==> src/rtl/dmem_dma.sv <==
// Block-copy DMA engine acting as a second initiator on the data-memory bus.
// Optional constant-fill mode is enabled by defining DMEM_DMA_FILL_EN.
module dmem_dma #(
    parameter int LEN_W = 8
) (
    input  logic             clk,
    input  logic             reset_n,
    input  logic             start,
    input  logic [31:0]      src,
    input  logic [31:0]      dst,
    input  logic [LEN_W-1:0] len,
`ifdef DMEM_DMA_FILL_EN
    input  logic             fill,
`endif
    output logic             busy,
    output logic             done,
    output logic             bus_req,
    input  logic             bus_gnt,
    output logic [31:0]      mem_a,
    output logic [31:0]      mem_wd,
    output logic             mem_we,
    input  logic [31:0]      mem_rd
);

    typedef enum logic [2:0] {
        ST_IDLE  = 3'd0,
        ST_REQ   = 3'd1,
        ST_READ  = 3'd2,
        ST_WRITE = 3'd3,
        ST_DONE  = 3'd4
    } state_t;

    localparam logic [LEN_W-1:0] LEN_ZERO = {LEN_W{1'b0}};
    localparam logic [LEN_W-1:0] LEN_ONE  = {{(LEN_W-1){1'b0}}, 1'b1};

    state_t           state_r, state_s;
    logic [31:0]      cur_src_r, cur_src_s;
    logic [31:0]      cur_dst_r, cur_dst_s;
    logic [LEN_W-1:0] remaining_r, remaining_s;
    logic [31:0]      data_buf_r, data_buf_s;
    logic             fill_mode_s;

    logic             busy_s;
    logic             done_s;
    logic             bus_req_s;
    logic [31:0]      mem_a_s;
    logic [31:0]      mem_wd_s;
    logic             mem_we_s;

`ifdef DMEM_DMA_FILL_EN
    logic             fill_r, fill_s;

    // Fill-mode flag, latched together with the transfer parameters.
    always_ff @(posedge clk) begin
        if (!reset_n) begin
            fill_r <= 1'b0;
        end else begin
            fill_r <= fill_s;
        end
    end

    assign fill_mode_s = fill_r;
`else
    assign fill_mode_s = 1'b0;
`endif

    // State register.
    always_ff @(posedge clk) begin
        if (!reset_n) begin
            state_r <= ST_IDLE;
        end else begin
            state_r <= state_s;
        end
    end

    // Transfer datapath registers.
    always_ff @(posedge clk) begin
        if (!reset_n) begin
            cur_src_r   <= 32'd0;
            cur_dst_r   <= 32'd0;
            remaining_r <= LEN_ZERO;
            data_buf_r  <= 32'd0;
        end else begin
            cur_src_r   <= cur_src_s;
            cur_dst_r   <= cur_dst_s;
            remaining_r <= remaining_s;
            data_buf_r  <= data_buf_s;
        end
    end

    // Next-state, datapath updates and bus drive.
    always_comb begin
        state_s     = state_r;
        cur_src_s   = cur_src_r;
        cur_dst_s   = cur_dst_r;
        remaining_s = remaining_r;
        data_buf_s  = data_buf_r;
`ifdef DMEM_DMA_FILL_EN
        fill_s      = fill_r;
`endif
        busy_s      = 1'b0;
        done_s      = 1'b0;
        bus_req_s   = 1'b0;
        mem_a_s     = 32'd0;
        mem_wd_s    = 32'd0;
        mem_we_s    = 1'b0;

        case (state_r)
            ST_IDLE: begin
                if (start) begin
                    cur_src_s   = src & 32'hFFFF_FFFC;
                    cur_dst_s   = dst & 32'hFFFF_FFFC;
                    remaining_s = len;
`ifdef DMEM_DMA_FILL_EN
                    fill_s      = fill;
`endif
                    if (len == LEN_ZERO) begin
                        state_s = ST_DONE;
                    end else begin
                        state_s = ST_REQ;
                    end
                end else begin
                    state_s = ST_IDLE;
                end
            end

            ST_REQ: begin
                busy_s    = 1'b1;
                bus_req_s = 1'b1;
                if (bus_gnt) begin
                    state_s = ST_READ;
                end else begin
                    state_s = ST_REQ;
                end
            end

            ST_READ: begin
                busy_s    = 1'b1;
                bus_req_s = 1'b1;
                mem_a_s   = cur_src_r;
                if (bus_gnt) begin
                    data_buf_s = mem_rd;
                    cur_src_s  = cur_src_r + 32'd4;
                    state_s    = ST_WRITE;
                end else begin
                    // Lost the bus mid-read: re-arbitrate before trying again.
                    state_s = ST_REQ;
                end
            end

            ST_WRITE: begin
                busy_s    = 1'b1;
                bus_req_s = 1'b1;
                mem_a_s   = cur_dst_r;
                mem_wd_s  = data_buf_r;
                mem_we_s  = bus_gnt;
                if (bus_gnt) begin
                    cur_dst_s   = cur_dst_r + 32'd4;
                    remaining_s = remaining_r - LEN_ONE;
                    if (remaining_r == LEN_ONE) begin
                        state_s = ST_DONE;
                    end else if (fill_mode_s) begin
                        state_s = ST_WRITE;
                    end else begin
                        state_s = ST_READ;
                    end
                end else begin
                    state_s = ST_WRITE;
                end
            end

            ST_DONE: begin
                done_s  = 1'b1;
                state_s = ST_IDLE;
            end

            default: begin
                state_s = ST_IDLE;
            end
        endcase
    end

    // Outputs decode directly from the state flop; mem_we must follow the
    // grant within the same cycle so the mux never sees an ungranted write.
    assign busy    = busy_s;
    assign done    = done_s;
    assign bus_req = bus_req_s;
    assign mem_a   = mem_a_s;
    assign mem_wd  = mem_wd_s;
    assign mem_we  = mem_we_s;

endmodule
==> config.mk <==
export PLATFORM = sky130hd
export DESIGN_NAME = dmem_dma
export DESIGN_NICKNAME = d
export VERILOG_FILES = /design/src/rtl/dmem_dma.sv
export SDC_FILE = /design/constraint.sdc
export NUM_CORES = 1
export LEC_CHECK = 0
export BUFFER_PORTS_ARGS = -buffer_cell sky130_fd_sc_hd__buf_2
export CAP_MARGIN = 0
export CORE_ASPECT_RATIO = 0.9
export CORE_MARGIN = 2
export CORE_UTILIZATION = 57
export CTS_BUF_LIST = sky130_fd_sc_hd__clkbuf_8 sky130_fd_sc_hd__clkbuf_16
export DETAILED_ROUTE_END_ITERATION = 7
export GPL_ROUTABILITY_DRIVEN = 0
export PLACE_DENSITY_LB_ADDON = 0.08
export SLEW_MARGIN = 25
export SYNTH_ARGS = -nofsm -noshare
export SYNTH_HDL_FRONTEND = slang
export SYNTH_SLANG_ARGS = --single-unit
==> constraint.sdc <==
create_clock -name clk -period 4.1 [get_ports clk]
set_input_delay 0.205 -clock clk [delete_from_list [all_inputs] [get_ports clk]]
set_output_delay 0.205 -clock clk [all_outputs]
set_load 0.01 [all_outputs]
==> impl_metrics.csv <==
group,metric,value,unit
final_layout,fill_cells,939,
synthesis,synth-compound-area-share,0.257,
power_and_ir_drop,p_total,2410,uW
die,die_h,104,um
die,dieArea,11900,um2
synthesis,ys_warn_count,0,
die,ios,176,
synthesis,netlist_top_cells_area,"dfxtp_1 33%, nand2_1 8.9%, a21oi_1 6.8%",
clock_network,numClockSinks,103,
power_and_ir_drop,p_leak,0.00310,uW
final_layout,finalNonFillerCells,1113,
worst_setup_path,end_kind,"primary output",
job,maxCapViolCount,0,
clock_network,cts_tree,"built",
routing,met3WireLength,1740,um
timing,tightest_slew,1010,ps
global_route,grt_pass1_vias,6405,
synthesis,synth_fa_ha_area_frac,0.00795,
synthesis,synth-seq-area-share,0.327,
die,initial_utilization,0.583,
clock_network,clkSlewWorstSetupHoldPaths,70,ps
clock_network,worstSkewPairLatency,360,ps
final_layout,num_antenna_cells,0,
synthesis,synthSimpleGateAreaFrac,0.332,
synthesis,synth_edf_count,0,
timing,setup_tns,0,ps
synthesis,ys.flop_type,"dfxtp_1",
run_status,status,"completed",
final_layout,final_nets,1087,
final_layout,final_util,0.682,
clock_network,post-cts-setup-buffers,0,
worst_setup_path,crit_fanout,54,
routing,wire_per_inst,17.6,um
routing,dr.first_iter.drc_count,928,
clock_network,cts_hold_repair.buffers,0,
synthesis,synth_area_leader_cell,"dfxtp_1",
clock_network,htreeDepth,3,
routing,ant_nets,0,
clock_network,cts_root_buffer,"clkbuf_16",
synthesis,synthMuxAreaShare,0.0165,
routing,top_layer_used,"met4",
die,die_x,115,um
synthesis,synth_top_family_by_area,"simple AND/OR/NAND/NOR gates",
routing,viasPerCell,6.40,
clock_network,cts.repair.resized,0,
global_route,antenna_found_initial,0,
timing,min_period,2850,ps
worst_hold_path,hold_class,"in -> reg",
die,rows,36,
timing,max_freq,351,MHz
synthesis,syn_area_per_cell,7.35,um2
global_route,track_usage,0.323,
clock_network,cts_made_buffers,9,
global_route,grt_pass1_wl,31100,um
routing,routed_wl,19600,um
worst_setup_path,path_class,"reg -> out",
timing,worst_hold_slack,81.8,ps
timing,setup_violations,0,
synthesis,async_reset_ff_frac,0,
synthesis,synth-seq-cells,103,
synthesis,syn-instance-count,857,
synthesis,synthXorXnorAreaFrac,0,
synthesis,synthesis.area,6300,um2
final_layout,drive_gt1_frac,0.230,
routing,first_pass_iters,5,
synthesis,synth_top_area_share,0.327,
clock_network,cts_buffer_depth,2,
timing,slew_headroom,0.327,
place,io_buffers,169,
final_layout,multi_input_area,3880,um2
worst_setup_path,arrival,2640,ps
timing,grt_setup_unrepaired,"no",
synthesis,synth_cell_types,73,
timing,slew_violations,0,
final_layout,regArea,2060,um2
timing,worst_clock_skew,6.35,ps
place,dp_hpwl,13700,um
global_route,grt_overflow,0,
power_and_ir_drop,p_per_area,327,nW/um2
power_and_ir_drop,vdd_ir_drop_max,0.000249,V
timing,post-route-period-util,0.695,
timing,finalHoldViolations,0,
final_layout,syn2layout_area_growth,17.1,%
routing,drc,0,
global_route,grt_max_degree,58,
place,place_inst,1097,
routing,route.vias.total,7120,
routing,wl_met2,9400,um
die,coreArea,10800,um2
routing,wl_met1,8100,um
worst_setup_path,crit_required,3890,ps
worst_setup_path,worstSetupStartpointType,"flip-flop",
critical path, cell delays in order (launching register included):
cell     delay [ps]
dfxtp_1         600
and3b_2         950
buf_4           420
and2_1          180
buf_2           130
Yosys cell counts (all sizes together) (3+ instances only):
| library cell | instances |
|---|---|
| o31ai | 6 |
| dfxtp | 103 |
| a31oi | 7 |
| a21o | 3 |
| a211o | 4 |
| nand2 | 151 |
| inv | 9 |
| nand4b | 3 |
| o21ai | 50 |
| o311ai | 4 |
| a22o | 25 |
| and3 | 15 |
| and2 | 43 |
| a22oi | 6 |
| o22ai | 5 |
| nor2 | 62 |
| clkbuf | 42 |
| a32oi | 3 |
| o221a | 4 |
| or3 | 5 |
| nand3 | 39 |
| a311oi | 7 |
| a211oi | 9 |
| ha | 4 |
| mux2 | 3 |
| a311o | 3 |
| mux2i | 7 |
| nand4 | 29 |
| buf | 32 |
| a21oi | 86 |
| nand2b | 5 |
| nor3 | 18 |
| nor3b | 3 |
| nor4 | 18 |
| o211ai | 6 |
| and4 | 4 |
cell families (layout without fill, tap and decap cells):
family,count (synthesis),count (layout)
AND/OR/NAND/NOR,408,408
AO/OA/AOI/OAI,248,248
other,1,2
flip-flops,103,103
buffers and inverters,83,205
adder cells (fa/ha/maj),4,4
multiplexers,10,10
area by class of cell:
| cell class | instances | area share |
|---|---|---|
| inverters | 9 | 0.00458 |
| clock inverters | 7 | 0.00984 |
| repair buffers | 180 | 0.126 |
| well taps | 133 | 0.0226 |
| clock buffers | 9 | 0.0305 |
| multi-input cells | 672 | 0.527 |
| flip-flops and latches | 103 | 0.280 |
registers in the layout, summed over array words and instances, names as in the netlist:
name / flops
cur_dst_r: 30
cur_src_r: 30
data_buf_r: 32
remaining_r: 8
state_r: 3
metrics by stage:
stage                     setup WS [ps]  area, um2
final                              1250       7370
after global placement             1650       7070
after global routing               1110       7370
after floorplan                    2270       6300
after detailed placement           1590       7070
after CTS                          1260       7370
power breakdown:
| part | switching [uW] | total [uW] | internal (uW) |
|---|---|---|---|
| combinational | 218 | 368 | 150 |
| sequential | 102 | 1170 | 1070 |
| clock | 403 | 878 | 475 |
layer usage:
layer | global-route usage | vias up
met5 | 0 | -
met4 | 0.0878 | 0
met3 | 0.0667 | 39
met2 | 0.527 | 385
met1 | 0.434 | 3339
li1 | - | 3357
worst paths after layout:
kind,start,to,slack [ps],cells after the start
setup / recovery,state_r[0],mem_wd[4],1250,4
hold / removal,src[31],cur_src_r[31],80,3
setup reg to reg,state_r[0],cur_dst_r[23],1540,4
hold reg to reg,data_buf_r[23],data_buf_r[23],450,2
cells in the final DEF (no fill, tap or decap), types with 4 or more instances in the layout:
cell,count
a211o_1,4
a211oi_1,9
a21oi_1,86
a22o_1,24
a22oi_1,6
a311oi_1,7
a31oi_1,7
and2_1,43
and3_1,15
buf_2,169
buf_4,11
clkbuf_16,9
dfxtp_1,103
ha_1,4
inv_1,8
mux2i_1,7
nand2_1,149
nand2b_1,5
nand3_1,37
nand4_1,27
nor2_1,61
nor3_1,17
nor4_1,15
o211ai_1,6
o21ai_0,50
o221a_2,4
o22ai_1,5
o31ai_1,6
or3_1,5
(Power assumes the default switching activity.)
